===== src/rtl/sparse_pair_encoder.sv =====
// sparse_pair_encoder
//   Front-end compressor for the sparse dot-product datapath. Captures one
//   dense operand pair, drops every lane where either operand is zero, and
//   streams the surviving (index, a, b) triples in ascending index order,
//   one per output handshake. A vector with no surviving lanes produces a
//   single null token flagged by out_empty.
//
//   State table:
//     IDLE | waiting for a vector pair; in_ready high (outside reset)
//     EMIT | vector captured; presenting tokens until the last is accepted
//
// Ports:
//   clk, rst             rising-edge clock, asynchronous active-low reset
//   in_valid/in_ready    input handshake for Vector_A / Vector_B
//   Vector_A, Vector_B   N lanes of W-bit unsigned operands, lane i at [i*W +: W]
//   out_valid/out_ready  output token handshake
//   out_idx, out_a, out_b  token payload
//   out_last             final token of the current vector
//   out_empty            null token (vector had no nonzero pairs)
//   pair_count           nonzero-pair count of the current/most recent vector
//   busy                 a vector is captured and not fully emitted
module sparse_pair_encoder #(
  parameter int N    = 16,
  parameter int W    = 8,
  parameter int IDXW = 4
) (
  input  logic              clk,
  input  logic              rst,
  input  logic              in_valid,
  output logic              in_ready,
  input  logic [N*W-1:0]    Vector_A,
  input  logic [N*W-1:0]    Vector_B,
  output logic              out_valid,
  input  logic              out_ready,
  output logic [IDXW-1:0]   out_idx,
  output logic [W-1:0]      out_a,
  output logic [W-1:0]      out_b,
  output logic              out_last,
  output logic              out_empty,
  output logic [IDXW:0]     pair_count,
  output logic              busy
);

  localparam int CW = IDXW + 1;

  typedef enum logic {IDLE, EMIT} state_t;

  state_t             state, state_nxt;
  logic [N*W-1:0]     a_q, b_q;
  logic [N-1:0]       mask_q;

  logic               capture, advance, load_tok, clear_tok;
  logic [N-1:0]       in_mask, sel_mask, cur_bit;
  logic [N*W-1:0]     sel_a, sel_b;
  logic [IDXW-1:0]    sel_k;
  logic [W-1:0]       tok_a, tok_b;
  logic               sel_any, sel_single;
  logic [CW-1:0]      in_count;

  // in_ready is gated by rst so it reads low for the whole reset interval.
  assign in_ready  = (state == IDLE) && rst;
  assign out_valid = (state == EMIT);
  assign busy      = (state == EMIT);
  assign capture   = in_valid && in_ready;
  assign advance   = out_valid && out_ready;
  assign load_tok  = capture || (advance && !out_last);
  assign clear_tok = advance && out_last;

  always_comb begin
    in_mask  = '0;
    in_count = '0;
    for (int i = 0; i < N; i++) begin
      in_mask[i] = (Vector_A[i*W +: W] != '0) && (Vector_B[i*W +: W] != '0);
      in_count   = in_count + CW'(in_mask[i]);
    end
  end

  // The token registers are loaded with the *next* token, so the select
  // works on the incoming vector at capture and on the captured vector with
  // the current bit removed while emitting. Outputs are therefore plain flops.
  assign cur_bit = {{(N-1){1'b0}}, 1'b1} << out_idx;

  always_comb begin
    if (state == IDLE) begin
      sel_mask = in_mask;
      sel_a    = Vector_A;
      sel_b    = Vector_B;
    end else begin
      sel_mask = mask_q & ~cur_bit;
      sel_a    = a_q;
      sel_b    = b_q;
    end
  end

  // Lowest-set-bit select; scanning downward leaves the lowest hit last.
  // An empty mask leaves index and lane data at zero for the null token.
  always_comb begin
    sel_k = '0;
    tok_a = '0;
    tok_b = '0;
    for (int i = N - 1; i >= 0; i--) begin
      if (sel_mask[i]) begin
        sel_k = IDXW'(i);
        tok_a = sel_a[i*W +: W];
        tok_b = sel_b[i*W +: W];
      end
    end
  end

  assign sel_any    = |sel_mask;
  assign sel_single = sel_any &&
                      ((sel_mask & (sel_mask - {{(N-1){1'b0}}, 1'b1})) == '0);

  always_ff @(posedge clk or negedge rst) begin
    if (!rst) state <= IDLE;
    else      state <= state_nxt;
  end

  always_comb begin
    state_nxt = state;
    case (state)
      IDLE:    if (capture) state_nxt = EMIT;
      EMIT:    if (clear_tok) state_nxt = IDLE;
      default: state_nxt = IDLE;
    endcase
  end

  always_ff @(posedge clk or negedge rst) begin
    if (!rst) begin
      a_q        <= '0;
      b_q        <= '0;
      mask_q     <= '0;
      pair_count <= '0;
      out_idx    <= '0;
      out_a      <= '0;
      out_b      <= '0;
      out_last   <= 1'b0;
      out_empty  <= 1'b0;
    end else begin
      if (capture) begin
        a_q        <= Vector_A;
        b_q        <= Vector_B;
        pair_count <= in_count;
      end
      if (load_tok) begin
        mask_q    <= sel_mask;
        out_idx   <= sel_k;
        out_a     <= tok_a;
        out_b     <= tok_b;
        out_last  <= !sel_any || sel_single;
        out_empty <= !sel_any;
      end else if (clear_tok) begin
        mask_q    <= '0;
        out_idx   <= '0;
        out_a     <= '0;
        out_b     <= '0;
        out_last  <= 1'b0;
        out_empty <= 1'b0;
      end
    end
  end

endmodule

===== config.mk =====
export PLATFORM = sky130hd
export DESIGN_NAME = sparse_pair_encoder
export DESIGN_NICKNAME = d
export VERILOG_FILES = /design/src/rtl/sparse_pair_encoder.sv
export SDC_FILE = /design/constraint.sdc
export NUM_CORES = 1
export LEC_CHECK = 0
export CAP_MARGIN = 30
export CORE_MARGIN = 1
export CORE_UTILIZATION = 36
export DETAILED_ROUTE_END_ITERATION = 7
export GPL_TIMING_DRIVEN = 0
export HOLD_SLACK_MARGIN = 0.06
export PLACE_DENSITY_LB_ADDON = 0.05
export SKIP_CTS_REPAIR_TIMING = 1
export SYNTH_ARGS = -nofsm -noshare
export SYNTH_HDL_FRONTEND = slang
export SYNTH_SLANG_ARGS = --single-unit

===== constraint.sdc =====
create_clock -name clk -period 3 [get_ports clk]
set_input_delay 0.45 -clock clk [delete_from_list [all_inputs] [get_ports clk]]
set_output_delay 0.45 -clock clk [all_outputs]
set_load 0.005 [all_outputs]

* Yosys cells after proc, flatten, opt, wreduce, memory -nomap -nowiden *
Cells that the tools add are included.

operators by class
  div/mod/pow operators = 0
  multiply operators = 0
  bitwise logic cells = 4
  add/sub/neg operators = 16
  reductions and logical operators = 61
  shifts and indexed selects = 1
  order comparisons = 0
  eq/ne operators = 0
  muxes and demuxes = 64

operator list
  cell                                                count
  2-to-1 mux 8 bit                                    35
  2-to-1 mux 128 bit                                  2
  nonzero test 8 bit                                  32
  2-to-1 mux 4 bit                                    18
  adder 5 x 1 -> 5 bit                                11
  2-to-1 mux 16 bit                                   3
  bitwise AND 16 bit                                  2
  logical AND 1 bit                                   22
  logical NOT 16 bit                                  1
  inverter 16 bit                                     1
  OR reduction 16 bit                                 1
  << shifter 1 x 4 -> 16 bit, first input constant    1
  subtractor 16 x 1 -> 16 bit, second input constant  1
  adder 4 x 1 -> 5 bit                                1
  2-to-1 mux 1 bit                                    5
  adder 3 x 1 -> 4 bit                                1
  adder 2 x 1 -> 3 bit                                1
  adder 1 x 1 -> 2 bit                                1
  logical NOT 1 bit                                   2
  logical OR 1 bit                                    2
  one-hot mux 1 bit (2 select lines)                  1
  nonzero test 2 bit                                  1
  inverter 1 bit                                      1

storage, ports and cells
  output and inout port bits = 30
  bits in latches = 0
  memories kept = 0
  RAM bits = 0
  input bits = 260
  register bits = 300
  word-level logic and storage cells = 156
  memory bits (read-only) = 0

* Logic depth before layout (Yosys ltp) *
Gate-level depths: netlist of the first run.

  depth after elaboration = 21
  gate-level depth with buffers = 17

* Least setup slack after synthesis of the first run *
OpenSTA, ideal clock, no wires.

  path kind = input-to-reg
  start = input port Vector_A[124]
  end = register pair_count[4]
  path slack = -1,319 ps
  library setup time = 83 ps
  data arrival time = 4,236 ps
  data required time = 2,917 ps
  stages on the path = 15
  cell sequence = or4_1 -> nor2_1 -> nor2_1 -> fa_1 -> inv_1 -> fa_1 -> fa_1 -> inv_1 -> fa_1 -> ha_1 -> inv_1 -> fa_1 -> nor2b_1 -> o21ai_0 -> o21ai_0

on the way
  longest elaborated chain between the ends = 3

ends and longest elaborated chain
  what                  RTL line  text
  from (decl)           31        input logic [N*W-1:0] Vector_A,
  nonzero test 8 bit    73        in_mask[i] = (Vector_A[i*W +: W] != '0) && (Vector_B[i*W +: W] != '0);
  logical AND 1 bit     73
  adder 5 x 1 -> 5 bit  74        in_count = in_count + CW'(in_mask[i]);
  to (signal assigned)  143       pair_count <= in_count;
  to (decl)             40        output logic [IDXW:0] pair_count,

Every way passes these cells.
A chain may end at the register's enable or synchronous reset.

* Worst setup path in the final report of the first run *
  start = input port Vector_A[106]
  end = register pair_count[4]

on the way
  longest elaborated chain between the ends = 5

ends and longest elaborated chain
  what                                RTL line
  nonzero test 8 bit                  73
  logical AND 1 bit                   73
  adder 5 x 1 -> 5 bit (3 in series)  74

Every way passes these cells.

==> flow_summary.toml, run 1 <==
[outcome]
status = "finished with violations"
violations = "negative setup slack"

[placement]
placed_area_um2 = 21800
portBuffers = 289
hpwlAfterDp_um = 74500
gp_congestion = 1.01

[sta]
max_freq_ghz = 0.246
setup_ws_ns = -1.06
slew_violations = 0
fin_crit_sh_pct = 135
fin_crit_ns = 4.06
whs_ns = 0.107
clock_skew_ns = 0.0205
rsz0062_at_grt = "true"
setup_violations = 191
tightest_slew_ns = 1.05
relSlewSlack_pct = 29.8
hold_violations = 0

[synth]
async_flop_share_pct = 100
syn_inst = 2215
avgSynthCellArea_um2 = 8.04
synth_edf_count = 0
synth_simple_gate_area_share_pct = 25.5
syn_area_um2 = 17800
synth_top_family_by_area = "simple AND/OR/NAND/NOR gates"
synth_area_leaders = "dfrtp_1 42%, nand2_1 19%, mux2i_1 6.6%, o21ai_0 2.8%, a21oi_1 2.4%"
ys_warn_count = 0
synth_top_area_share_pct = 42.1
synth_mux_area_share_pct = 8.52
synth-seq-cells = 300
ys.flop_type = "dfrtp_1"
ys_types = 81
synth_fa_ha_area_share_pct = 1.49
synth_compound_area_share_pct = 18.5
ys_seq_area_share_pct = 42.1
yosysTopAreaCell = "dfrtp_1"
synth_nets = 2490
synth_xor_area_share_pct = 0.147

[critical_path]
required_ns = 3.48
endpoint_kind = "flip-flop"
r2r_slack_ns = -0.27
worstPathCellList = "clkbuf_2, or4_4, nor2_4, nor2_4, fa_1, inv_2, fa_2, fa_2, inv_2, fa_2, ha_4, inv_2, fa_2, nor2b_1, o21ai_1, o21ai_1"
max_stage_delay_ns = 0.56
timing.rr.start = "out_idx[1]"
critPathMostFrequentCell = "fa_2"
r2r_cells = 8
startpoint = "Vector_A[106]"
reg2reg_to = "out_a[0]"
crit_arrival_ns = 4.55
worst-setup-path-type = "in -> reg"
crit_slowest_cell = "fa_2"
cp_max_fo = 3
crit_path_start_kind = "input port"

[floorplan]
die_height_um = 224
std_cell_rows = 81
initial_core_util_pct = 36.5
fp.dieW_um = 224
io-pin-count = 290
fp.coreArea_um2 = 48800
dieArea_um2 = 50400

[clocking]
clk_latency_ns = 0.57
cts_htree_levels = 2
cts_sinks = 300
ctsLongestPathBuffers = 3
cts_buffers = 37
cts_tree = "yes"
root_buffer = "clkbuf_16"
clkTransAtPathRegs_ns = 0.06

[cells_and_area]
drive_gt1_share_pct = 17.9
num-nets-final = 2894
fin_area_um2 = 25100
syn_to_final_growth_pct = 40.8

[route]
drt_iter0_markers = 2150
drt_pass1_iterations = 6
drt_wl_total_um = 97800
vias_per_cell = 6.01
vias = 19900
drt.antenna.violating_nets = 0
route.detailed.drc = 0
wl_per_cell_um = 29.5

[global_route]
track_usage_pct = 37.8
grt_overflow = 0
grt_antenna_before_repair = 3
grt_pass1_vias = 18800
grt_pass1_wl_um = 135000
grt_max_degree = 82

[power]
switching_power_mw = 14.8
p_per_area_nw_per_um2 = 1200
combinationalPowerShare_pct = 59.0
sequentialPowerShare_pct = 24.3
clkPwrFrac_pct = 16.7
p_leak_nw = 12.3
p_int_mw = 15.3
power_switching_share_pct = 49.2
ir_drop_mv = 0.467

[hold_path]
hold-path-cell-count = 3
hold_start = "Vector_A[125]"
min_to = "a_q[125]"
hold_class = "in -> reg"

[job]
drv_cap = 0
## synthesized netlist by cell type (all sizes together), types with 16 or more instances
library cell	count
nor4	50
o21ai	131
mux2	30
nand3	17
buf	42
clkbuf	97
dfrtp	300
nor3	19
mux2i	118
a211oi	18
o221ai	30
or4	26
nor2	92
o211ai	20
inv	16
a221oi	19
nand2	881
a21oi	87
o31ai	21
## critical path, delay by kind of cell
family | cells | cell delay (ns)
and+or+nand+nor | 4 | 1.00
buffers and inverters | 4 | 0.22
adders and majority gates | 6 | 2.64
AOI/OAI and AO/OA | 2 | 0.22
## power groups by stage
stage	Sequential, mW	Clock (mW)	Combinational (mW)
finish	7.30	5.02	17.8
global route	7.52	5.18	18.4
CTS	7.25	5.04	15.0
detailed placement	7.29	0	14.9
global placement	7.26	0	14.7
floorplan	6.90	0	8.16
## sequential cells by signal (all words and copies together), names as in the netlist
register / count
pair_count: 5
out_b: 8
out_last: 1
out_empty: 1
out_idx: 4
mask_q: 16
a_q: 128
busy: 1
b_q: 128
out_a: 8
## cell type report
cell class,count,area (um^2)
multi-input combinational,1760,10800
tap,664,831
timing repair buffer,368,3650
inverter,16,65.1
clock inverter,12,219
sequential,300,7520
fill,4807,23800
antenna,1,2.50
buffer,136,920
clock buffer,53,1100
## logic make-up after synthesis
family | count (synthesis)
multiplexers | 148
AND/OR/NAND/NOR | 1115
XOR/XNOR | 3
adder cells (fa/ha/maj) | 16
buffers and inverters | 155
flip-flops | 300
AO/OA/AOI/OAI | 478
## metrics by stage
step / setup TNS (ns) / util [%] / setup WS, ns / instances / total power, mW
3_5_place_dp: -132.15 / 44.7 / -2.19 / 3181 / 22.2
6_report: -37.45 / 51.4 / -1.06 / 3310 / 30.1
2_1_floorplan: -5.05 / - / -1.14 / 2215 / 15.1
5_1_grt: -53.62 / 51.4 / -1.14 / 3309 / 31.1
3_3_place_gp: -7422.15 / 44.3 / -12.88 / 3168 / 22.0
4_1_cts: -48.16 / 47.4 / -1.89 / 3246 / 27.3
## cells in the final DEF, fill, tap and decap left out, types with 16 or more instances in the layout
cell | netlist | layout
a21oi_1 | 87 | 73
buf_4 | 11 | 69
buf_6 | 1 | 21
clkbuf_1 | 97 | 72
clkbuf_16 | 0 | 39
clkbuf_2 | 0 | 45
clkdlybuf4s50_1 | 0 | 184
dfrtp_1 | 300 | 295
dlymetal6s2s_1 | 0 | 72
mux2_2 | 29 | 29
mux2i_1 | 118 | 110
nand2_1 | 881 | 868
nand3_1 | 17 | 17
nor2_1 | 90 | 69
nor2_4 | 0 | 16
nor3_1 | 19 | 16
nor4_1 | 50 | 30
o211ai_1 | 18 | 18
o21ai_0 | 101 | 93
o21ai_1 | 28 | 29
o221ai_1 | 30 | 28
or4_4 | 0 | 20
## how the worst max path moves through the flow
stage               endpoint  slack (ns)
2_1_floorplan  pair_count[3]       -1.14
3_3_place_gp        a_q[120]      -12.88
3_5_place_dp   pair_count[2]       -2.19
4_1_cts             out_a[2]       -1.89
5_1_grt        pair_count[3]       -1.14
6_report       pair_count[4]       -1.06
## metal layers
metal  part of all wire (%)  vias to the layer above  GRT usage [%]
met5                      0                        -              0
met4                    7.2                        0           24.3
met3                    7.8                      273           5.24
met2                     46                     1104           60.8
met1                     38                     9922           47.7
li1                       -                     8599              -
Power figures use the tool's default switching activity.
==> inputs of run 2 (changes only) <==
--- a/config.mk
+++ b/config.mk
@@ -9,7 +9,7 @@
 export CORE_MARGIN = 1
 export CORE_UTILIZATION = 36
 export DETAILED_ROUTE_END_ITERATION = 7
-export GPL_TIMING_DRIVEN = 0
+export GPL_TIMING_DRIVEN = 1
 export HOLD_SLACK_MARGIN = 0.06
 export PLACE_DENSITY_LB_ADDON = 0.05
 export SKIP_CTS_REPAIR_TIMING = 1
==> flow_summary.toml, run 2 (synthesis results as in run 1) <==
[power]
p_per_area_nw_per_um2 = 1080
p_leak_nw = 14.2
power_mw = 29.6
ir_drop_mv = 0.472

[placement]
dp_slack_ns = -1.95
portBuffers = 289
hpwlAfterDp_um = 62000
gp_congestion = 0.952

[floorplan]
initial_core_util_pct = 36.5
std_cell_rows = 81
io-pin-count = 290
fp.dieW_um = 224
die_height_um = 224
dieArea_um2 = 50400
fp.coreArea_um2 = 48800

[route]
drt.antenna.violating_nets = 0
drt_iter0_markers = 1628
wl_per_cell_um = 21.9
vias_per_cell = 5.39
vias = 19700
drt_wl_total_um = 80100
drt_pass1_iterations = 5
route.detailed.drc = 0

[clocking]
cts_htree_levels = 2
root_buffer = "clkbuf_16"
cts_tree = "yes"
clkTransAtPathRegs_ns = 0.06
cts_buffers = 38
cts_sinks = 300
ctsLongestPathBuffers = 3
clk_latency_ns = 0.55

[sta]
fin_setup_tns_ns = -4.66
tightest_slew_ns = 1.04
hold_violations = 0
fin_crit_sh_pct = 136
clock_skew_ns = 0.0114
fin_crit_ns = 4.09
relSlewSlack_pct = 30.8
max_freq_ghz = 0.245
slew_violations = 0
setup_violations = 5
rsz0062_at_grt = "true"
setup_ws_ns = -1.09

[cells_and_area]
final_cell_mix = "875 x nand2_1, 557 x buf_4, 297 x dfrtp_1, 193 x clkdlybuf4s50_1, 118 x mux2i_1"
largestRegisters = "a_q x128, b_q x128, mask_q x16"
fill_cells = 4613
syn_to_final_growth_pct = 53.5
num_antenna_cells = 0
drive_gt1_share_pct = 26.3
final_common_cell = "nand2_1"
num-nets-final = 3252

[global_route]
grt_overflow = 0
grt_antenna_before_repair = 0
track_usage_pct = 31.3
grt_pass1_wl_um = 118000
grt_max_degree = 149
grt_pass1_vias = 19400

[critical_path]
r2r_cells = 12
required_ns = 3.48
r2r_slack_ns = 0.06
timing.rr.start = "busy"
cp_max_fo = 2
crit_arrival_ns = 4.57
reg2reg_to = "out_a[1]"
crit_path_start_kind = "input port"
worst-setup-path-type = "in -> reg"
endpoint_kind = "flip-flop"

[outcome]
violations = "negative setup slack"
status = "finished with violations"

[job]
drv_cap = 0

[hold_path]
hold_class = "in -> async"
==> run 2: changes by cell type in the layout (fill, tap and decap cells not counted), moves of 9 or more <==
cell	change
buf_4	+488
buf_6	-13
buf_8	-9
clkbuf_1	-66
clkbuf_2	-36
clkbuf_4	-12
clkdlybuf4s50_1	+9
dlymetal6s2s_1	+13
==> run 2: per-stage QoR <==
step,area [um^2],utilization [%],hold slack [ns],cells
2_1_floorplan,17900,-,0.154,2215
4_1_cts,26600,54.4,0.0917,3642
6_report,27300,56.0,0.0718,3662
5_1_grt,27300,56.0,0.114,3662
3_5_place_dp,25300,51.9,0.456,3581
3_3_place_gp,25300,51.9,0.451,3581
==> run 2: area by class of cell <==
| type | instances | area [um^2] | share of cell area (%) |
|---|---|---|---|
| well taps | 664 | 831 | 3.04 |
| clock inverters | 7 | 65.1 | 0.238 |
| flip-flops and latches | 300 | 7510 | 27.5 |
| repair buffers | 861 | 7490 | 27.4 |
| multi-input cells | 1760 | 10200 | 37.4 |
| clock buffers | 54 | 1140 | 4.19 |
| inverters | 16 | 65.1 | 0.238 |
==> run 2: worst max-delay path by stage <==
stage	from	endpoint	slack, ns	cells after the start
2_1_floorplan	Vector_A[27]	pair_count[3]	-1.14	16
3_3_place_gp	Vector_A[0]	pair_count[3]	-1.86	17
3_5_place_dp	Vector_A[0]	pair_count[4]	-1.95	17
4_1_cts	Vector_A[0]	pair_count[4]	-1.37	17
5_1_grt	Vector_A[95]	pair_count[4]	-1.18	16
6_report	Vector_A[126]	pair_count[4]	-1.09	16
==> run 2: power by group <==
part | internal, mW | switching [mW] | leakage [nW] | total, mW
Sequential | 6.04 | 1.16 | 3.77 | 7.20
Combinational | 7.73 | 10.1 | 9.82 | 17.8
Clock | 2.72 | 1.84 | 0.593 | 4.55
==> run 2: worst max-delay path, cell delays in order <==
cell,delay [ns]
dlymetal6s2s_1,0.13
or4_4,0.56
nor2_4,0.17
nor2_4,0.08
fa_1,0.53
inv_2,0.05
fa_2,0.51
fa_1,0.58
inv_2,0.05
fa_2,0.59
ha_4,0.15
inv_2,0.03
fa_2,0.35
nor2b_1,0.14
o21ai_1,0.09
o21ai_1,0.11
==> run 2: per-layer routing <==
| layer | track usage (%) | vias up | share of wire (%) |
|---|---|---|---|
| met4 | 11.8 | 0 | 4.0 |
| met1 | 39.3 | 9624 | 41 |
| li1 | - | 9316 | - |
| met3 | 3.21 | 135 | 4.8 |
| met5 | 0 | - | 0 |
| met2 | 55.4 | 648 | 50 |
